### config.mk
export PLATFORM = sky130hd
export DESIGN_NAME = axi_csr_bridge
export DESIGN_NICKNAME = d
export VERILOG_FILES = /design/src/rtl/ravenoc_pkg.sv /design/src/rtl/axi_csr_bridge.sv
export SDC_FILE = /design/constraint.sdc
export NUM_CORES = 1
export LEC_CHECK = 0
export ABC_AREA = 1
export CORE_UTILIZATION = 25
export CTS_CLUSTER_SIZE = 8
export DETAILED_ROUTE_END_ITERATION = 7
export PLACE_DENSITY_LB_ADDON = 0.05
export SYNTH_ARGS = -nofsm -noshare
export SYNTH_HDL_FRONTEND = slang
export SYNTH_SLANG_ARGS = --single-unit
### constraint.sdc
create_clock -name clk_axi -period 5.4 [get_ports clk_axi]
set_clock_uncertainty 0.05 [all_clocks]
set_input_delay 0.54 -clock clk_axi [delete_from_list [all_inputs] [get_ports clk_axi]]
set_output_delay 0.54 -clock clk_axi [all_outputs]
set_load 0.05 [all_outputs]
### src/rtl/ravenoc_pkg.sv
// ravenoc_pkg: shared AXI slave-port and CSR types, response codes and bridge FSM states.
package ravenoc_pkg;
    localparam int AXI_ADDR_W   = 32;
    localparam int AXI_DATA_W   = 32;
    localparam int AXI_ID_W_MAX = 4;
    localparam int CSR_ADDR_W   = 16;

    localparam logic [1:0] AXI_OKAY   = 2'b00;
    localparam logic [1:0] AXI_SLVERR = 2'b10;

    typedef enum logic [2:0] {
        IDLE,
        WR_DATA,
        WR_RESP,
        RD_REQ,
        RD_CAP,
        RD_RESP
    } axi_csr_st_t;

    typedef struct packed {
        logic [AXI_ID_W_MAX-1:0] aw_id;
        logic [AXI_ADDR_W-1:0]   aw_addr;
        logic [7:0]              aw_len;
        logic                    aw_valid;
        logic [AXI_DATA_W-1:0]   w_data;
        logic                    w_last;
        logic                    w_valid;
        logic                    b_ready;
        logic [AXI_ID_W_MAX-1:0] ar_id;
        logic [AXI_ADDR_W-1:0]   ar_addr;
        logic [7:0]              ar_len;
        logic                    ar_valid;
        logic                    r_ready;
    } s_axi_mosi_t;

    typedef struct packed {
        logic                    aw_ready;
        logic                    w_ready;
        logic [AXI_ID_W_MAX-1:0] b_id;
        logic [1:0]              b_resp;
        logic                    b_valid;
        logic                    ar_ready;
        logic [AXI_ID_W_MAX-1:0] r_id;
        logic [AXI_DATA_W-1:0]   r_data;
        logic [1:0]              r_resp;
        logic                    r_last;
        logic                    r_valid;
    } s_axi_miso_t;

    typedef struct packed {
        logic                  valid;
        logic                  rd_or_wr;
        logic [CSR_ADDR_W-1:0] addr;
        logic [AXI_DATA_W-1:0] data_in;
    } s_csr_req_t;

    typedef struct packed {
        logic                  ready;
        logic                  error;
        logic [AXI_DATA_W-1:0] data_out;
    } s_csr_resp_t;

    // INCR burst of 32-bit beats; the CSR space is 16 bits wide and wraps.
    function automatic logic [CSR_ADDR_W-1:0] csr_beat_addr(input logic [CSR_ADDR_W-1:0] base,
                                                            input logic [7:0] beat);
        return base + {6'd0, beat, 2'b00};
    endfunction
endpackage

### src/rtl/axi_csr_bridge.sv
// axi_csr_bridge: AXI4 slave turning each burst beat into one CSR access (INCR, 32-bit beats).
module axi_csr_bridge
    import ravenoc_pkg::*;
#(
    parameter int AXI_ID_W  = 1,
    parameter int MAX_BURST = 8
) (
    input  logic        clk_axi,
    input  logic        arst_axi,
    input  s_axi_mosi_t axi_mosi_i,
    output s_axi_miso_t axi_miso_o,
    output s_csr_req_t  csr_req_o,
    input  s_csr_resp_t csr_resp_i
);
    axi_csr_st_t           state_q, state_d;
    logic [AXI_ID_W-1:0]   id_q, id_d;
    logic [CSR_ADDR_W-1:0] addr_q, addr_d;
    logic [7:0]            len_q, len_d;
    logic [7:0]            beat_q, beat_d;
    logic                  wr_err_q, wr_err_d;
    logic                  rd_err_q, rd_err_d;
    logic [AXI_DATA_W-1:0] rd_data_q, rd_data_d;
    logic                  burst_err_q, burst_err_d;
    logic                  last_wr_q, last_wr_d;
    logic                  served_q, served_d;
    logic                  grant_wr, grant_rd, w_rdy, w_hs;
    logic [7:0]            a_len;
    logic                  unused;

    // On a conflict the read wins until something has been served, then directions alternate.
    assign grant_wr = axi_mosi_i.aw_valid & (~axi_mosi_i.ar_valid | (served_q & ~last_wr_q));
    assign grant_rd = axi_mosi_i.ar_valid & ~grant_wr;
    assign a_len    = grant_wr ? axi_mosi_i.aw_len : axi_mosi_i.ar_len;
    assign unused   = ^{axi_mosi_i.aw_id, axi_mosi_i.ar_id, axi_mosi_i.aw_addr, axi_mosi_i.ar_addr};

    always_comb begin
        state_d     = state_q;
        id_d        = id_q;
        addr_d      = addr_q;
        len_d       = len_q;
        beat_d      = beat_q;
        wr_err_d    = wr_err_q;
        rd_err_d    = rd_err_q;
        rd_data_d   = rd_data_q;
        burst_err_d = burst_err_q;
        last_wr_d   = last_wr_q;
        served_d    = served_q;
        axi_miso_o  = '0;
        csr_req_o   = '0;
        w_rdy       = csr_resp_i.ready | burst_err_q;
        w_hs        = 1'b0;
        case (state_q)
            IDLE: begin
                axi_miso_o.aw_ready = grant_wr & ~arst_axi;
                axi_miso_o.ar_ready = grant_rd & ~arst_axi;
                if (grant_wr | grant_rd) begin
                    id_d        = grant_wr ? axi_mosi_i.aw_id[AXI_ID_W-1:0] : axi_mosi_i.ar_id[AXI_ID_W-1:0];
                    addr_d      = grant_wr ? axi_mosi_i.aw_addr[CSR_ADDR_W-1:0] : axi_mosi_i.ar_addr[CSR_ADDR_W-1:0];
                    len_d       = a_len;
                    burst_err_d = int'(a_len) >= MAX_BURST;
                    beat_d      = '0;
                    wr_err_d    = 1'b0;
                    last_wr_d   = grant_wr;
                    served_d    = 1'b1;
                    state_d     = grant_wr ? WR_DATA : RD_REQ;
                end
            end
            WR_DATA: begin
                axi_miso_o.w_ready = w_rdy;
                w_hs = axi_mosi_i.w_valid & w_rdy;
                if (w_hs & ~burst_err_q)
                    csr_req_o = '{valid: 1'b1, rd_or_wr: 1'b1, addr: csr_beat_addr(addr_q, beat_q),
                                  data_in: axi_mosi_i.w_data};
                if (w_hs) begin
                    wr_err_d = wr_err_q | burst_err_q | csr_resp_i.error;
                    beat_d   = beat_q + 8'd1;
                    state_d  = axi_mosi_i.w_last ? WR_RESP : WR_DATA;
                end
            end
            WR_RESP: begin
                axi_miso_o.b_valid = 1'b1;
                axi_miso_o.b_id    = AXI_ID_W_MAX'(id_q);
                axi_miso_o.b_resp  = wr_err_q ? AXI_SLVERR : AXI_OKAY;
                if (axi_mosi_i.b_ready)
                    state_d = IDLE;
            end
            RD_REQ: begin
                // Oversized bursts skip the CSR entirely and are answered with an error beat.
                if (~burst_err_q & csr_resp_i.ready)
                    csr_req_o = '{valid: 1'b1, rd_or_wr: 1'b0, addr: csr_beat_addr(addr_q, beat_q),
                                  data_in: '0};
                if (burst_err_q | csr_resp_i.ready)
                    state_d = RD_CAP;
            end
            RD_CAP: begin
                rd_data_d = burst_err_q ? '0 : csr_resp_i.data_out;
                rd_err_d  = burst_err_q | csr_resp_i.error;
                state_d   = RD_RESP;
            end
            RD_RESP: begin
                axi_miso_o.r_valid = 1'b1;
                axi_miso_o.r_id    = AXI_ID_W_MAX'(id_q);
                axi_miso_o.r_data  = rd_data_q;
                axi_miso_o.r_resp  = rd_err_q ? AXI_SLVERR : AXI_OKAY;
                axi_miso_o.r_last  = beat_q == len_q;
                if (axi_mosi_i.r_ready) begin
                    beat_d  = beat_q + 8'd1;
                    state_d = (beat_q == len_q) ? IDLE : RD_REQ;
                end
            end
            default: state_d = IDLE;
        endcase
    end

    always_ff @(posedge clk_axi or posedge arst_axi) begin
        if (arst_axi) begin
            state_q     <= IDLE;
            id_q        <= '0;
            addr_q      <= '0;
            len_q       <= '0;
            beat_q      <= '0;
            wr_err_q    <= 1'b0;
            rd_err_q    <= 1'b0;
            rd_data_q   <= '0;
            burst_err_q <= 1'b0;
            last_wr_q   <= 1'b0;
            served_q    <= 1'b0;
        end else begin
            state_q     <= state_d;
            id_q        <= id_d;
            addr_q      <= addr_d;
            len_q       <= len_d;
            beat_q      <= beat_d;
            wr_err_q    <= wr_err_d;
            rd_err_q    <= rd_err_d;
            rd_data_q   <= rd_data_d;
            burst_err_q <= burst_err_d;
            last_wr_q   <= last_wr_d;
            served_q    <= served_d;
        end
    end
endmodule

# Word-level counts from Yosys, hierarchy flattened
# Cells that the tools add are included.
# totals
register_bits,73
latch_bits,0
mem_bits_rw,0
romBits,0
inputBits,162
output_inout_bits,100
wordCells,81
mem_count,0
# op_classes
n_addsub,2
mul,0
n_div,0
order_cmp,1
eq_ne,11
shift,0
n_mux,30
n_bitwise,19
n_reduce_logical,7
# ops
op,count
$mux 50,2
$pmux 50 s2,1
$mux 37,1
$mux 32,1
$mux 8,4
$pmux 8 s3,1
$pmux 3 s6,1
$add 16x10->16,1
$mux 16,1
$mux 3,5
$mux 2,5
$ne 2x2->1 const B,5
$add 8x1->8 const B,1
$and 1x1->1,8
$eq 8x8->1,1
$ge 8x4->1 const B,1
$eq 3x2->1 const B,2
$eq 3x3->1 const B,2
$mux 1,6
$or 1x1->1,6
$not 1->1,5
$reduce_and 5->1,1
$mux 4,1
$reduce_and 4->1,1
other kinds (7),7

# Longest topological paths before layout
# depth
depth_word,9
ltp_mapped,11
mapped_depth_nobuf,11

# Worst setup path before layout
# No wires, ideal clock.
# synth_timing
path_kind,register to output
startpoint,register state_q[2]
endpoint,output port axi_miso_o[43] (netlist bit)
arrival_time_ps,2509
path_slack_ps,2301
path_stages_with_launch,4
path_cell_list,dfrtp_1 nor3_1 inv_1 nor2_1
# synth_rtl
element,line,source
start: declaration,axi_csr_bridge.sv:15,"axi_csr_st_t state_q, state_d;"
start signal: assignment,axi_csr_bridge.sv:129,state_q <= state_d;
end: declaration,axi_csr_bridge.sv:11,"output s_axi_miso_t axi_miso_o,"

==> impl_metrics.json <==
{
  "routed_wirelength_um": 15700,
  "critPathLaunch": "state_q[0]",
  "grt_pass1_vias": 5044,
  "floorplan.io_pins": 262,
  "port_buffers": 215,
  "htreeDepth": 3,
  "groute.usage.overall_pct": 16.5,
  "grt_max_degree": 68,
  "nets": 1060,
  "path_cells": "nand2_4, nor2_4, clkinv_1, nor2_1, clkdlybuf4s50_1",
  "cp-end-kind": "output port",
  "path_depth": 5,
  "syn_inst": 684,
  "grt_setup_unrepaired": "no",
  "drc": 0,
  "clkLatencyLatePin_ps": 340,
  "multi_input_area_sq_um": 2230,
  "max_stage_delay_ps": 860,
  "clkTransAtPathRegs_ps": 60,
  "yosys-top-cells-count": "126 x nor2_1, 123 x nand2_1, 117 x inv_1",
  "slew_headroom_pct": 30.9,
  "die_h_um": 139,
  "place_congestion": 0.788,
  "clock_sinks": 73,
  "die_w_um": 139,
  "reg2reg_to": "burst_err_q",
  "fillers": 1855,
  "routedWlPerCell_um": 14.0,
  "max-clock-path-buffers": 2,
  "cts_tree": "yes",
  "area_growth_pct": 55.5,
  "timing.fmax_ghz": 0.258,
  "drv_slew": 0,
  "crit_path_end": "axi_miso_o[8]",
  "drive_gt1_share_pct": 5.15,
  "r2r_start": "last_wr_q",
  "final-seq-area_sq_um": 1830,
  "setup_viol": 0,
  "avgSynthCellArea_sq_um": 6.90,
  "synthArstFlopShare_pct": 100,
  "numCtsBuffers": 9,
  "postCtsHoldBufs": 0,
  "rr_worst_depth": 10,
  "power_density_nw_per_um2": 370,
  "tns_ps": 0,
  "grt_pass1_wl_um": 25300,
  "layout_min_cycle_time_ps": 3870,
  "rows": 49,
  "vias": 5025,
  "die_area_sq_um": 19400,
  "drt_iter0_markers": 236,
  "status": "completed",
  "startpoint_type": "register",
  "vias_per_cell": 4.48,
  "pre_cts_slack_ps": 1580,
  "cts-root-buf": "clkbuf_16",
  "insertedDiodeCount": 0,
  "synth_area_leaders": "dfrtp_1 39%, nor2_1 10%, nand2_1 9.8%",
  "synth_top_area_share_pct": 38.7,
  "start_util_pct": 25.9,
  "synth_largest_area_cell": "dfrtp_1",
  "ant_nets": 0,
  "path_buf_inv": 2,
  "ctsResizeCount": 0,
  "worst_pin_slew_ps": 1030,
  "fin_ws_ps": 1530,
  "synth_edf_count": 0,
  "synthDistinctLibCells": 38,
  "synth_most_common_cell": "nor2_1",
  "slowest_stage": "clkdlybuf4s50_1",
  "yosysSeqAreaShare_pct": 38.7,
  "crit_required_ps": 4810,
  "hold_class": "reg -> reg",
  "hpwlAfterDp_um": 11700,
  "ys_ff_latch": 73,
  "worstSetupPathType": "reg -> out",
  "yosysWarnings": 0,
  "core_region_area_sq_um": 18200,
  "drtPass1Iterations": 4,
  "critPathTopFamily": "buffers and inverters",
  "period_share_pct": 71.7,
  "grt_overflow": 0,
  "synth_area_sq_um": 4720,
  "crit_fanout": 35,
  "maxCapViolCount": 0,
  "antenna_found_initial": 0,
  "leakage_nw": 3.30,
  "post_cts_buffers": 0,
  "hold_violations": 0,
  "max-vdd-ir-drop_uv": 143,
  "synthFlopType": "dfrtp_1",
  "critPathArrivalTime_ps": 3280,
  "ff2ff_setup_slack_ps": 3360
}
==> state kept, by name, indices dropped and copies added, names as in the netlist <==
name,count
addr_q,16
last_wr_q,1
burst_err_q,1
rd_err_q,1
len_q,8
beat_q,8
wr_err_q,1
rd_data_q,32
state_q,3
id_q,1
served_q,1
==> metrics by stage <==
stage / cell area, sq um / hold WS, ps / cells / utilization, % / total power [mW]
after floorplan: 4740 / 390 / 691 / - / 1.70
after global placement: 7010 / 405 / 1106 / 38.5 / 2.04
after detailed placement: 7010 / 411 / 1106 / 38.5 / 2.06
after CTS: 7340 / 426 / 1122 / 40.3 / 2.75
after global routing: 7340 / 446 / 1122 / 40.3 / 2.93
final: 7340 / 423 / 1122 / 40.3 / 2.71
==> cell families after synthesis <==
family                   after synthesis  synth area share, %
adder cells (fa/ha/maj)               10                 2.81
AO/OA/AOI/OAI                        104                 12.1
other                                  1               0.0795
flip-flops                            73                 38.7
AND/OR/NAND/NOR                      328                 29.8
buffers and inverters                158                 14.6
XOR/XNOR                              10                 1.86
==> layout by cell type (no fill, tap or decap), types with 10 or more instances in the layout <==
cell type        count
clkdlybuf4s50_1    215
nor2_1             126
nand2_1            123
inv_1              116
dfrtp_1             73
o21ai_0             63
nand3_1             54
a21oi_1             13
o22ai_1             10
==> worst min path at each step <==
stage	end	slack (ps)	from	depth (start not counted)
2_1_floorplan	served_q	390	served_q	1
3_3_place_gp	served_q	410	served_q	1
3_5_place_dp	served_q	410	served_q	1
4_1_cts	served_q	430	served_q	1
5_1_grt	served_q	450	served_q	1
6_report	served_q	420	served_q	1
==> area by class of cell <==
type                       count  share of cell area, %
clock inverter                 4                   1.02
multi-input combinational    460                   30.5
inverter                     124                   6.38
sequential                    73                   24.9
timing repair buffer         220                   29.8
clock buffer                  12                   3.50
tap                          229                   3.91
==> power breakdown <==
group / internal [mW] / total [mW] / switching (mW)
registers: 0.751 / 0.873 / 0.122
logic: 0.410 / 1.17 / 0.758
clock network: 0.430 / 0.673 / 0.243
total: 1.59 / 2.71 / 1.12
==> metal layers <==
metal	share of wire, %	up-vias	track usage, %
met5	0	-	0
met4	1.6	0	6.26
met3	6.0	17	3.27
met2	49	173	29.2
met1	44	2320	19.8
li1	-	2515	-
Power figures use the tool's default switching activity.
